===== src/rtl/counter_host_pkg.sv =====
// Shared types and constants for the counter bus host.
// COUNTER_HOST_VERIFY_EN adds the write read-back state and one cycle of write latency.
package counter_host_pkg;

  localparam int unsigned WIDTH = 8;

  typedef enum logic [2:0] {
    IDLE       = 3'd0,
    WR_DRIVE   = 3'd1,
    WR_RELEASE = 3'd2,
    RD         = 3'd3,
    VERIFY     = 3'd4
  } state_t;

`ifdef COUNTER_HOST_VERIFY_EN
  localparam int unsigned HOST_WR_LATENCY = 3;
`else
  localparam int unsigned HOST_WR_LATENCY = 2;
`endif

endpackage


===== src/rtl/counter_bus_host_if.sv =====
// Command/response handshake plus counter pin bundle for the counter bus host.
// slave is the host block's view; master is the control-logic / pin side.
interface counter_bus_host_if;
  import counter_host_pkg::*;

  logic             cmd_valid;
  logic             cmd_ready;
  logic             cmd_write;
  logic [WIDTH-1:0] cmd_data;
  logic             rsp_valid;
  logic [WIDTH-1:0] rsp_data;
  logic             rsp_err;
  logic             load_n;
  logic             oe_n;
  logic [WIDTH-1:0] bus_out;
  logic [WIDTH-1:0] bus_oe;
  logic [WIDTH-1:0] bus_in;

  modport slave (
    input  cmd_valid, cmd_write, cmd_data, bus_in,
    output cmd_ready, rsp_valid, rsp_data, rsp_err,
    output load_n, oe_n, bus_out, bus_oe
  );

  modport master (
    output cmd_valid, cmd_write, cmd_data, bus_in,
    input  cmd_ready, rsp_valid, rsp_data, rsp_err,
    input  load_n, oe_n, bus_out, bus_oe
  );

endinterface


===== src/rtl/counter_bus_host.sv =====
// Turns single-word write/read commands into counter load_n/oe_n strobes and bus drive.
// Define COUNTER_HOST_VERIFY_EN to read back every write and flag mismatches on rsp_err.
module counter_bus_host
  import counter_host_pkg::*;
(
  input  logic               clk,
  input  logic               rst_n,
  counter_bus_host_if.slave  bus
);

  state_t           state;
  logic [WIDTH-1:0] wdata;

`ifdef COUNTER_HOST_VERIFY_EN
  // Counter loads wdata, then increments once while the bus floats.
  logic [WIDTH-1:0] expect_c;
  assign expect_c = wdata + WIDTH'(1);
`endif

  // Single registered FSM; every strobe is the value for the state being entered.
  always_ff @(posedge clk or negedge rst_n) begin
    if (!rst_n) begin
      state         <= IDLE;
      wdata         <= '0;
      bus.load_n    <= 1'b1;
      bus.oe_n      <= 1'b1;
      bus.bus_oe    <= '0;
      bus.bus_out   <= '0;
      bus.rsp_valid <= 1'b0;
      bus.rsp_data  <= '0;
      bus.rsp_err   <= 1'b0;
      bus.cmd_ready <= 1'b1;
    end else begin
      bus.rsp_valid <= 1'b0;
      case (state)
        IDLE: begin
          if (bus.cmd_valid && bus.cmd_ready) begin
            bus.cmd_ready <= 1'b0;
            if (bus.cmd_write) begin
              state       <= WR_DRIVE;
              wdata       <= bus.cmd_data;
              bus.load_n  <= 1'b0;
              bus.bus_oe  <= '1;
              bus.bus_out <= bus.cmd_data;
            end else begin
              state    <= RD;
              bus.oe_n <= 1'b0;
            end
          end
        end
        WR_DRIVE: begin
          // Release the bus while load_n stays low so neither end drives it.
          state      <= WR_RELEASE;
          bus.load_n <= 1'b0;
          bus.bus_oe <= '0;
        end
        WR_RELEASE: begin
          bus.load_n <= 1'b1;
`ifdef COUNTER_HOST_VERIFY_EN
          state      <= VERIFY;
          bus.oe_n   <= 1'b0;
`else
          state         <= IDLE;
          bus.rsp_valid <= 1'b1;
          bus.rsp_data  <= wdata;
          bus.rsp_err   <= 1'b0;
          bus.cmd_ready <= 1'b1;
`endif
        end
        RD: begin
          state         <= IDLE;
          bus.oe_n      <= 1'b1;
          bus.rsp_valid <= 1'b1;
          bus.rsp_data  <= bus.bus_in;
          bus.rsp_err   <= 1'b0;
          bus.cmd_ready <= 1'b1;
        end
`ifdef COUNTER_HOST_VERIFY_EN
        VERIFY: begin
          state         <= IDLE;
          bus.oe_n      <= 1'b1;
          bus.rsp_valid <= 1'b1;
          bus.rsp_data  <= bus.bus_in;
          bus.rsp_err   <= (bus.bus_in != expect_c);
          bus.cmd_ready <= 1'b1;
        end
`endif
        default: begin
          state         <= IDLE;
          bus.load_n    <= 1'b1;
          bus.oe_n      <= 1'b1;
          bus.bus_oe    <= '0;
          bus.cmd_ready <= 1'b1;
        end
      endcase
    end
  end

endmodule


===== src/flat_wrapper.sv =====
// flat-port wrapper written by rule: the top's interface ports become plain ports
module counter_bus_host_flat import counter_host_pkg::*;
  (clk, rst_n, bus_cmd_valid, bus_cmd_write, bus_cmd_data, bus_bus_in, bus_cmd_ready, bus_rsp_valid, bus_rsp_data, bus_rsp_err, bus_load_n, bus_oe_n, bus_bus_out, bus_bus_oe);
  counter_bus_host_if bus_i ();
  input  logic clk;
  input  logic rst_n;
  input wire logic [$bits(bus_i.cmd_valid)-1:0] bus_cmd_valid;
  input wire logic [$bits(bus_i.cmd_write)-1:0] bus_cmd_write;
  input wire logic [$bits(bus_i.cmd_data)-1:0] bus_cmd_data;
  input wire logic [$bits(bus_i.bus_in)-1:0] bus_bus_in;
  output wire logic [$bits(bus_i.cmd_ready)-1:0] bus_cmd_ready;
  output wire logic [$bits(bus_i.rsp_valid)-1:0] bus_rsp_valid;
  output wire logic [$bits(bus_i.rsp_data)-1:0] bus_rsp_data;
  output wire logic [$bits(bus_i.rsp_err)-1:0] bus_rsp_err;
  output wire logic [$bits(bus_i.load_n)-1:0] bus_load_n;
  output wire logic [$bits(bus_i.oe_n)-1:0] bus_oe_n;
  output wire logic [$bits(bus_i.bus_out)-1:0] bus_bus_out;
  output wire logic [$bits(bus_i.bus_oe)-1:0] bus_bus_oe;
  assign bus_i.cmd_valid = bus_cmd_valid;
  assign bus_i.cmd_write = bus_cmd_write;
  assign bus_i.cmd_data = bus_cmd_data;
  assign bus_i.bus_in = bus_bus_in;
  assign bus_cmd_ready = bus_i.cmd_ready;
  assign bus_rsp_valid = bus_i.rsp_valid;
  assign bus_rsp_data = bus_i.rsp_data;
  assign bus_rsp_err = bus_i.rsp_err;
  assign bus_load_n = bus_i.load_n;
  assign bus_oe_n = bus_i.oe_n;
  assign bus_bus_out = bus_i.bus_out;
  assign bus_bus_oe = bus_i.bus_oe;
  counter_bus_host u_core (.clk(clk), .rst_n(rst_n), .bus(bus_i));
endmodule

===== config.mk =====
export PLATFORM = sky130hd
export DESIGN_NAME = counter_bus_host_flat
export DESIGN_NICKNAME = d
export VERILOG_FILES = /design/src/rtl/counter_host_pkg.sv /design/src/rtl/counter_bus_host_if.sv /design/src/rtl/counter_bus_host.sv /design/src/flat_wrapper.sv
export SDC_FILE = /design/constraint.sdc
export NUM_CORES = 1
export LEC_CHECK = 0
export ABC_AREA = 1
export CAP_MARGIN = 10
export CORE_MARGIN = 2
export CORE_UTILIZATION = 41
export DETAILED_ROUTE_END_ITERATION = 8
export PLACE_DENSITY = 0.89
export SYNTH_ARGS = -nofsm -noshare
export SYNTH_HDL_FRONTEND = slang
export SYNTH_SLANG_ARGS = --single-unit
export TNS_END_PERCENT = 5

===== constraint.sdc =====
create_clock -name clk -period 1.5 [get_ports clk]
set_input_delay 0.225 -clock clk [delete_from_list [all_inputs] [get_ports clk]]
set_output_delay 0.225 -clock clk [all_outputs]
set_load 0.02 [all_outputs]

# Word-level counts from Yosys, hierarchy flattened
# Index checks and enable logic that the tools add are counted.
[totals]
ff_bits = 31
in_bits = 20
output_inout_bits = 29
wordCells = 44
[op_classes]
n_eq_ne = 6
n_mux = 16
bitwise = 4
n_reduce_logical = 10
[op_table]
columns = ["cell", "n"]
rows = [
  ["8-bit one-hot mux with 2 select lines", 2],
  ["8-bit 2-to-1 mux", 2],
  ["3-bit AND reduction", 4],
  ["3-bit by 2-bit == test with 1-bit output, second input constant", 2],
  ["1-bit 2-to-1 mux", 6],
  ["3-bit one-hot mux with 2 select lines", 1],
  ["2-bit inequality test, second input constant", 2],
  ["1-bit NOT", 4],
  ["1-bit one-hot mux with 2 select lines", 2],
  ["2-bit OR reduction", 2],
  ["3-bit by 1-bit == test with 1-bit output, second input constant", 1],
  ["3-bit logical NOT", 1],
  ["3-bit 2-to-1 mux", 1],
  ["1-bit one-hot mux with 3 select lines", 1],
  ["2-bit 2-to-1 mux", 1],
  ["2-bit by 1-bit inequality test with 1-bit output, second input constant", 1],
  ["2-bit AND reduction", 1],
  ["2-bit nonzero test", 1],
  ["1-bit logical AND", 1],
]

# Depth between registers and ports, before layout
# Gate-level depths: netlist of the first run.
[logic_depth]
word_depth = 4
depth_mapped = 6
mapped_depth_nobuf = 6

# Worst setup path after synthesis of the first run
# No wires, ideal clock.
[synth_path]
path_type = "register -> register"
startpoint = "register u_core.state[0]"
endpoint = "register u_core.wdata[0]"
setup_ns = 0.123
arrival_ns = 1.063
t_required_ns = 1.377
slack_ns = 0.314
path_stages_with_launch = 6
n_path_buf = 0
period_less_slack_ns = 1.186
cell_sequence = "dfrtp_1 -> inv_1 -> ha_1 -> nand2_4 -> o21ai_0 -> nand2_1"
[synth_via]
elab_chain_cells = 2
[synth_rtl]
columns = ["element", "line", "text"]
rows = [
  ["start, declared", "counter_bus_host.sv:11", "state_t state;"],
  ["start signal, assigned", "counter_bus_host.sv:23", "state <= IDLE;"],
  ["start signal, assigned", "counter_bus_host.sv:40", "state <= WR_DRIVE;"],
  ["start signal, assigned", "counter_bus_host.sv:46", "state <= RD;"],
  ["3-bit logical NOT", "counter_bus_host.sv:35", "case (state)"],
  ["3-bit AND reduction (no source line)", "--", ""],
  ["end signal, assigned", "counter_bus_host.sv:41", "wdata <= bus.cmd_data;"],
  ["end, declared", "counter_bus_host.sv:12", "logic [WIDTH-1:0] wdata;"],
]
# Every way passes these cells.
# A chain may end at the register's enable or synchronous reset.

# Final worst setup path of the first run
[layout_path]
startpoint = "register u_core.bus.rsp_valid"
endpoint = "output bus_rsp_valid"
[layout_lines]
columns = ["element", "line", "text"]
rows = [
  ["start, declared", "counter_bus_host_if.sv:21", "output cmd_ready, rsp_valid, rsp_data, rsp_err,"],
  ["start signal, assigned", "counter_bus_host.sv:29", "bus.rsp_valid <= 1'b0;"],
  ["start signal, assigned", "counter_bus_host.sv:34", "bus.rsp_valid <= 1'b0;"],
  ["start signal, assigned", "counter_bus_host.sv:64", "bus.rsp_valid <= 1'b1;"],
  ["end, declared", "flat_wrapper.sv:12", "output wire logic [$bits(bus_i.rsp_valid)-1:0] bus_rsp_valid;"],
]
# No word-level cell between the ends.

==> run_results.csv, run 1 <==
group,metric,value,unit
placed_design,placed_area,1610,um^2
setup_path,cp.required,1.27,ns
logic_synthesis,syn_avg_cell_area,8.56,um^2
finish,regArea,579,um^2
drt,first_iter_violations,24,
finish,stdcell_count,209,
drt,drt_drc_violations_left,0,
drt,drtPass1Iterations,4,
drt,antenna_left,0,
sta,period_needed,1.47,ns
grt,grt_max_degree,24,
finish,layout-drive-gt1-share,0.0899,
finish,n_fill_cell,257,
logic_synthesis,synth_simple_gate_area_frac,0.293,
clock_network,clkTransAtPathRegs,0.13,ns
die,pin_count,49,
power_and_ir_drop,seq_power_share,0.347,
grt,grt_overflow,0,
setup_path,critPathBufInv,1,
finish,nets,204,
die,die_w,56.9,um
clock_network,cts_buffer_depth,2,
logic_synthesis,yosysWarnings,0,
sta,setup_tns,0,ns
setup_path,reg2reg_depth,6,
power_and_ir_drop,internal-power,1.72,mW
setup_path,crit_chain,"clkdlybuf4s50_1",
grt,grt_pass1_vias,937,
drt,vias_per_cell,4.79,
power_and_ir_drop,switchingPower,1.47,mW
power_and_ir_drop,switching_share,0.461,
logic_synthesis,yosysTopAreaCell,"dfrtp_1",
sta,finalSetupViolCount,0,
drt,vias,1001,
clock_network,clk_latency,0.31,ns
logic_synthesis,synth-compound-area-share,0.0436,
clock_network,hold_buffers,0,
logic_synthesis,ys_ff_latch,23,
drt,drt_wl_total,2510,um
grt,grt_usage,0.164,
drt,wl_per_cell,12.0,um
die,placementRows,19,
finish,multi_input_area,455,um^2
die,die-area,3240,um^2
die,start_util,0.423,
setup_path,worst_setup_path_end_kind,"output pin",
logic_synthesis,syn_area,1150,um^2
clock_network,htree_num_levels,1,
sta,fin_crit_sh,0.978,
setup_path,cp_max_fo,1,
finish,area_growth,39.5,%
sta,max_freq,682,MHz
finish,n_antenna_cell,0,
die,die_y,56.9,um
setup_path,slowest_delay,0.59,ns
logic_synthesis,synthDominantCellAreaShare,0.436,
logic_synthesis,ys_seq_area_frac,0.505,
power_and_ir_drop,power.leakage,0.861,nW
sta,rsz0062_at_grt,"false",
setup_path,crit_arrival,1.24,ns
clock_network,cts_setup_buffers,0,
setup_path,worstSetupPathDepth,1,
sta,hold_violations,0,
logic_synthesis,synthArstFlopShare,1.00,
power_and_ir_drop,combPwrFrac,0.562,
outcome,outcome,"finished clean",
clock_network,clock-sinks,23,
clock_network,cts_tree,"done",
clock_network,cts_buffers,3,
grt,antenna_found_initial,0,
logic_synthesis,synth_nets,159,
logic_synthesis,ys_types,19,
setup_path,start_kind,"register",
logic_synthesis,synthAdderAreaFrac,0.0545,
worst_hold_path,hold_path.class,"input pin to asynchronous set/reset pin",
placed_design,hpwlAfterDp,1930,um
logic_synthesis,synthXorXnorAreaFrac,0,
setup_path,crit_type,"register to output pin",
power_and_ir_drop,pwr-share-clk,0.091,
grt,grt_pass1_wl,4180,um
logic_synthesis,synth_edf_count,0,
sta,drv_slew,0,
placed_design,dpl.cell_count,205,
finish,fin_area,1600,um^2
logic_synthesis,syn_inst,134,
power_and_ir_drop,pwr_density_cell,2000,nW/um^2
die,core,2710,um^2
power_and_ir_drop,peakVddDrop,1.10,mV
placed_design,numPortBuffers,47,
logic_synthesis,synthFlopType,"dfrtp_1",
setup_path,crit_slowest_cell,"clkdlybuf4s50_1",
logic_synthesis,synth_top_family_by_area,"simple AND/OR/NAND/NOR gates",
sta,fin_skew,0.00517,ns
setup_path,crit_path_start,"u_core.bus.rsp_valid",
logic_synthesis,synthMuxAreaShare,0,
logic_synthesis,synth_area_leaders,"dfrtp_1 44%, nand2_1 18%, dfstp_2 6.9%, nand3_1 5.7%, ha_1 5.5%",
setup_path,crit_family,"buffers and inverters",
setup_path,reg2reg_from,"u_core.state[0]",
clock_network,clockRootBuffer,"clkbuf_4",
placed_design,gp_congestion,0.799,
job,cap_violations,0,
power by group through the flow:
stage,logic [mW],clock network [mW],registers [mW]
floorplan,0.936,0,1.42
detailed placement,2.02,0,1.14
CTS,1.81,0.297,1.11
global placement,1.96,0,1.12
global route,2.00,0.323,1.15
finish,1.80,0.290,1.11
cell usage in the layout (no fill, tap or decap):
| cell | synthesis | final |
|---|---|---|
| dlygate4sd2_1 | 0 | 27 |
| dfstp_2 | 3 | 3 |
| ha_2 | 0 | 1 |
| nor2_4 | 1 | 1 |
| o21ai_0 | 9 | 7 |
| ha_1 | 5 | 4 |
| buf_4 | 8 | 4 |
| nand2_1 | 54 | 54 |
| dfrtp_1 | 20 | 20 |
| or2_2 | 1 | 1 |
| inv_1 | 9 | 9 |
| nand4_1 | 1 | 1 |
| clkbuf_4 | 0 | 3 |
| nor2_8 | 1 | 1 |
| nand3_1 | 13 | 13 |
| nand2_2 | 1 | 1 |
| conb_1 | 1 | 1 |
| o21ai_1 | 1 | 3 |
| clkdlybuf4s50_1 | 0 | 20 |
| nor2_1 | 2 | 2 |
| nand2_4 | 1 | 1 |
| clkbuf_1 | 0 | 1 |
sequential cells by signal, summed over array words and instances (netlist names):
register              cells
u_core.bus.rsp_data       8
u_core.bus.rsp_valid      1
u_core.bus.cmd_ready      1
u_core.state              2
u_core.bus.load_n         1
u_core.bus.bus_oe         1
u_core.bus.oe_n           1
u_core.wdata              8
layer usage:
metal	track usage	vias to the layer above	wire length, um
met3	0.0276	2	192
met5	0	-	0
li1	-	500	-
met4	0.0631	0	20
met1	0.214	458	1090
met2	0.271	41	1200
final timing paths:
kind | slack (ns) | endpoint
setup / recovery | 0.03 | bus_rsp_valid
hold / removal | 0.25 | u_core.bus.rsp_valid
setup reg to reg | 0.13 | u_core.wdata[2]
hold reg to reg | 0.47 | u_core.bus.load_n
max in group asynchronous | 0.97 | u_core.bus.cmd_ready
min in group clk | 0.44 | u_core.wdata[0]
synthesized netlist by cell type, types with 2 or more instances:
master / n
buf_2: 2
buf_4: 8
dfrtp_1: 20
dfstp_2: 3
ha_1: 5
inv_1: 9
nand2_1: 54
nand3_1: 13
nor2_1: 2
o21ai_0: 9
cell type report:
type / count / area share
Sequential cell: 23 / 0.362
Timing Repair Buffer: 51 / 0.292
Multi-Input combinational cell: 91 / 0.285
Tap cell: 31 / 0.0242
Inverter: 9 / 0.0211
Clock buffer: 4 / 0.0164
logic make-up (layout without fill, tap and decap cells):
group | count (synthesis) | count (layout)
DFF | 23 | 23
other | 1 | 1
buffers and inverters | 20 | 64
AOI/OAI and AO/OA | 10 | 10
adders and majority gates | 5 | 5
and+or+nand+nor | 75 | 75
through the flow:
| step | hold slack (ns) | power (mW) | setup WS, ns | utilization |
|---|---|---|---|---|
| 2_1_floorplan | -0.0706 | 2.36 | 0.314 | - |
| 3_5_place_dp | 0.453 | 3.16 | 0.0318 | 0.592 |
| 5_1_grt | 0.257 | 3.48 | 0.000125 | 0.590 |
| 4_1_cts | 0.258 | 3.21 | 0.00526 | 0.590 |
| 6_report | 0.254 | 3.20 | 0.0335 | 0.590 |
| 3_3_place_gp | 0.452 | 3.08 | 0.152 | 0.592 |
repair_timing:
item                       CTS  global route
hold endpoints to repair     0             0
resized for setup           27             3
setup endpoints to repair   27             8
(Power assumes the default switching activity.)
==> run 2, diff against run 1 <==
Settings changed: PLACE_DENSITY 0.89 to 0.78.
==> run 2 against run 1 <==
  * Hold slack improved by 0.0032 ns
  * Critical path depth is the same
  * First-iteration DRC count is 38% lower
  * Largest power group unchanged
  * Clock-buffer cell count stayed put
  * Flip-flop and latch count unchanged
==> run_results.csv, run 2 (same netlist as run 1, synthesis figures left out) <==
group,metric,value,unit
outcome,outcome,"finished clean",
sta,hold_violations,0,
grt,grt_usage,0.159,
finish,nets,204,
drt,antenna_left,0,
drt,first_iter_violations,15,
sta,fin_skew,0.00764,ns
setup_path,critPathBufInv,1,
placed_design,numPortBuffers,47,
grt,grt_pass1_wl,4090,um
clock_network,cts_buffers,3,
grt,grt_max_degree,24,
drt,drt_drc_violations_left,0,
clock_network,clockRootBuffer,"clkbuf_4",
finish,final_cell_mix,"54 x nand2_1, 27 x dlygate4sd2_1, 20 x dfrtp_1",
finish,final_common_cell,"nand2_1",
job,cap_violations,0,
drt,wl_per_cell,11.9,um
clock_network,clk_latency,0.30,ns
setup_path,start_kind,"register",
worst_hold_path,hold_path.class,"input pin to asynchronous set/reset pin",
power_and_ir_drop,power.leakage,0.876,nW
clock_network,hold_buffers,0,
finish,top_regs,"u_core.bus.rsp_data x8, u_core.wdata x8, u_core.state x2",
power_and_ir_drop,finalPower,3.17,mW
die,core,2710,um^2
setup_path,crit_arrival,1.19,ns
finish,layout-drive-gt1-share,0.0843,
drt,vias,1005,
die,placementRows,19,
setup_path,crit_slowest_cell,"dfstp_2",
die,die_y,56.9,um
sta,fin_crit_sh,0.946,
die,pin_count,49,
setup_path,slowest_delay,0.56,ns
drt,drt_wl_total,2480,um
sta,setup_tns,0,ns
die,start_util,0.423,
clock_network,clock-sinks,23,
grt,grt_pass1_vias,910,
die,die_w,56.9,um
sta,finalSetupViolCount,0,
grt,antenna_found_initial,0,
drt,drtPass1Iterations,4,
clock_network,cts_buffer_depth,2,
placed_design,hpwlAfterDp,2010,um
setup_path,cp_max_fo,3,
clock_network,cts_tree,"done",
sta,drv_slew,0,
sta,period_needed,1.42,ns
drt,vias_per_cell,4.81,
clock_network,clkTransAtPathRegs,0.12,ns
power_and_ir_drop,peakVddDrop,1.23,mV
grt,grt_overflow,0,
setup_path,crit_chain,"dlygate4sd2_1",
setup_path,crit_type,"register to output pin",
clock_network,cts_setup_buffers,0,
finish,area_growth,39.5,%
clock_network,htree_num_levels,1,
setup_path,cp.required,1.27,ns
sta,max_freq,705,MHz
setup_path,worst_setup_path_end_kind,"output pin",
placed_design,gp_congestion,0.813,
finish,n_antenna_cell,0,
power_and_ir_drop,pwr_density_cell,1980,nW/um^2
sta,rsz0062_at_grt,"false",
die,die-area,3240,um^2
setup_path,crit_family,"flip-flops",
-- run 2: changes by cell type in the layout (fill, tap and decap cells not counted) --
cell             before  now
dlymetal6s2s_1        0    1
o21ai_0               7    9
clkdlybuf4s50_1      20   19
o21ai_1               3    1
ha_1                  4    5
ha_2                  1    0
-- run 2: worst paths after layout --
check	startpoint	endpoint	slack [ns]	cells past startpoint
setup / recovery	u_core.bus.cmd_ready	bus_cmd_ready	0.08	1
min in group clk	bus_cmd_data[6]	u_core.wdata[6]	0.45	3
hold / removal	rst_n	u_core.bus.bus_oe[6]	0.26	2
setup reg to reg	u_core.state[0]	u_core.wdata[7]	0.13	5
hold reg to reg	u_core.bus.load_n	u_core.bus.load_n	0.47	2
max in group asynchronous	rst_n	u_core.bus.oe_n	0.96	2
-- run 2: metal layers --
metal,up-vias,share of wire,global-route usage
met5,-,0,0
met4,0,0.015,0.0532
met3,4,0.055,0.0369
met2,34,0.52,0.278
met1,464,0.41,0.192
li1,503,-,-
-- run 2: where the power goes --
part | internal [mW] | switching, mW
clock network | 0.104 | 0.166
registers | 0.928 | 0.190
logic | 0.682 | 1.10
-- run 2: per-stage QoR --
| step | instance area, um^2 | hold WS, ns | instances | utilization | setup slack [ns] |
|---|---|---|---|---|---|
| after floorplan | 1150 | -0.0706 | 134 | - | 0.314 |
| after detailed placement | 1610 | 0.462 | 205 | 0.592 | 0.140 |
| after CTS | 1600 | 0.259 | 209 | 0.590 | 0.0133 |
| final | 1600 | 0.258 | 209 | 0.590 | 0.0808 |
| after global routing | 1600 | 0.286 | 209 | 0.590 | 0.0219 |
| after global placement | 1610 | 0.451 | 205 | 0.592 | 0.154 |
-- run 2: timing repair --
action                                  CTS  global route
pin swaps                                 0             0
endpoints found under the setup margin   27             1
resized for setup                        27             1
-- run 2: layout make-up --
| class | instances | area [um^2] |
|---|---|---|
| clock buffer | 4 | 26.3 |
| fill | 264 | 1110 |
| inverter | 9 | 33.8 |
| multi-input combinational | 91 | 453 |
| sequential | 23 | 579 |
| tap | 31 | 38.8 |
| timing repair buffer | 51 | 469 |
==> run 3, diff against run 2 <==
Settings changed: SETUP_SLACK_MARGIN from default to 0.15.
==> run 3 against run 2 <==
  * Critical path depth unchanged
  * Cell count is the same
  * Via count about the same
  * Sequential power hardly changed
  * Die area is the same
  * Combinational power hardly changed
  * Clock skew barely moved
  * Critical path type unchanged
==> run_results.csv, run 3 (same netlist as run 1, synthesis figures left out) <==
group,metric,value,unit
setup_path,reg2reg_depth,5,
power_and_ir_drop,power.leakage,0.863,nW
power_and_ir_drop,finalPower,3.19,mW
finish,area_growth,39.8,%
power_and_ir_drop,switching_share,0.458,
setup_path,crit_type,"register to output pin",
finish,final_cell_mix,"54 x nand2_1, 25 x dlygate4sd2_1, 19 x clkdlybuf4s50_1, 19 x dfrtp_1, 13 x nand3_1",
setup_path,critPathBufInv,1,
drt,vias_per_cell,4.81,
setup_path,worst_setup_path_end_kind,"output pin",
die,die_y,56.9,um
sta,fin_crit_sh,0.885,
clock_network,cts_buffer_depth,2,
placed_design,gp_congestion,0.813,
die,start_util,0.423,
drt,wl_per_cell,11.8,um
finish,final_common_cell,"nand2_1",
drt,vias,1006,
setup_path,cp_max_fo,9,
grt,antenna_found_initial,0,
clock_network,clock-sinks,23,
setup_path,crit_arrival,1.10,ns
die,core,2710,um^2
clock_network,cts_tree,"done",
setup_path,crit_slowest_cell,"dfrtp_2",
drt,first_iter_violations,19,
clock_network,cts_setup_buffers,0,
grt,grt_pass1_wl,4080,um
finish,regArea,581,um^2
placed_design,placed_area,1610,um^2
sta,period_needed,1.33,ns
finish,n_fill_cell,263,
worst_hold_path,hold_path.class,"input pin to asynchronous set/reset pin",
sta,whs,0.257,ns
finish,n_antenna_cell,0,
job,cap_violations,0,
drt,antenna_left,0,
sta,max_freq,754,MHz
clock_network,cts_buffers,3,
grt,grt_overflow,0,
setup_path,slowest_delay,0.46,ns
placed_design,numPortBuffers,47,
clock_network,clockRootBuffer,"clkbuf_4",
setup_path,cp.required,1.27,ns
setup_path,start_kind,"register",
power_and_ir_drop,seq_power_share,0.352,
finish,fin_util,0.592,
drt,drt_drc_violations_left,0,
power_and_ir_drop,peakVddDrop,1.22,mV
sta,setup_tns,0,ns
clock_network,htree_num_levels,1,
finish,layout-drive-gt1-share,0.118,
die,die_w,56.9,um
power_and_ir_drop,pwr-share-clk,0.085,
die,placementRows,19,
sta,fin_skew,0.00789,ns
sta,drv_slew,0,
clock_network,clkTransAtPathRegs,0.12,ns
drt,drt_wl_total,2470,um
grt,grt_max_degree,24,
finish,multi_input_area,458,um^2
power_and_ir_drop,switchingPower,1.46,mW
placed_design,hpwlAfterDp,2010,um
power_and_ir_drop,internal-power,1.73,mW
grt,grt_pass1_vias,909,
die,die-area,3240,um^2
clock_network,clk_latency,0.30,ns
power_and_ir_drop,pwr_density_cell,1990,nW/um^2
setup_path,crit_chain,"dlygate4sd2_1",
sta,hold_violations,0,
drt,drtPass1Iterations,4,
die,pin_count,49,
finish,fin_area,1600,um^2
finish,nets,204,
setup_path,crit_family,"flip-flops",
clock_network,hold_buffers,0,
power_and_ir_drop,combPwrFrac,0.563,
outcome,outcome,"finished clean",
setup_path,worstSetupPathDepth,1,
finish,top_regs,"u_core.bus.rsp_data x8, u_core.wdata x8, u_core.state x2",
grt,grt_usage,0.158,
sta,finalSetupViolCount,0,
sta,rsz0062_at_grt,"true",
## run 3: per-layer routing
metal / vias up / global-route usage / wire length [um]
met2: 34 / 0.278 / 1290
met5: - / 0 / 0
li1: 505 / - / -
met3: 4 / 0.0369 / 123
met4: 0 / 0.0532 / 38
met1: 463 / 0.190 / 1020
## run 3: layout make-up
type | count | area share
Tap cell | 31 | 0.0242
Sequential cell | 23 | 0.362
Inverter | 9 | 0.0211
Timing Repair Buffer | 51 | 0.291
Clock buffer | 4 | 0.0164
Multi-Input combinational cell | 91 | 0.285
## run 3: path summary, 6_finish.rpt
check,slack (ns),from,to
setup / recovery,0.17,u_core.bus.bus_oe[6],bus_bus_oe[4]
hold / removal,0.26,rst_n,u_core.bus.rsp_data[6]
setup reg to reg,0.18,u_core.state[0],u_core.wdata[7]
hold reg to reg,0.47,u_core.bus.load_n,u_core.bus.load_n
max in group asynchronous,0.96,rst_n,u_core.bus.oe_n
min in group clk,0.45,bus_cmd_data[6],u_core.wdata[6]
## run 3: timing repair
action	4_1_cts	5_1_grt
resized for setup	37	1
endpoints found under the setup margin	35	29
gates cloned	0	0
## run 3: power groups by stage
stage | Combinational, mW | Clock [mW] | Sequential (mW)
finish | 1.79 | 0.270 | 1.12
detailed placement | 2.02 | 0 | 1.15
CTS | 1.81 | 0.285 | 1.13
global placement | 1.97 | 0 | 1.12
floorplan | 0.936 | 0 | 1.42
global route | 1.97 | 0.312 | 1.17
## run 3: through the flow
step / worst slack [ns] / cells
floorplan: 0.314 / 134
global placement: 0.154 / 205
detailed placement: 0.140 / 205
CTS: 0.152 / 209
global route: 0.0919 / 209
finish: 0.173 / 209
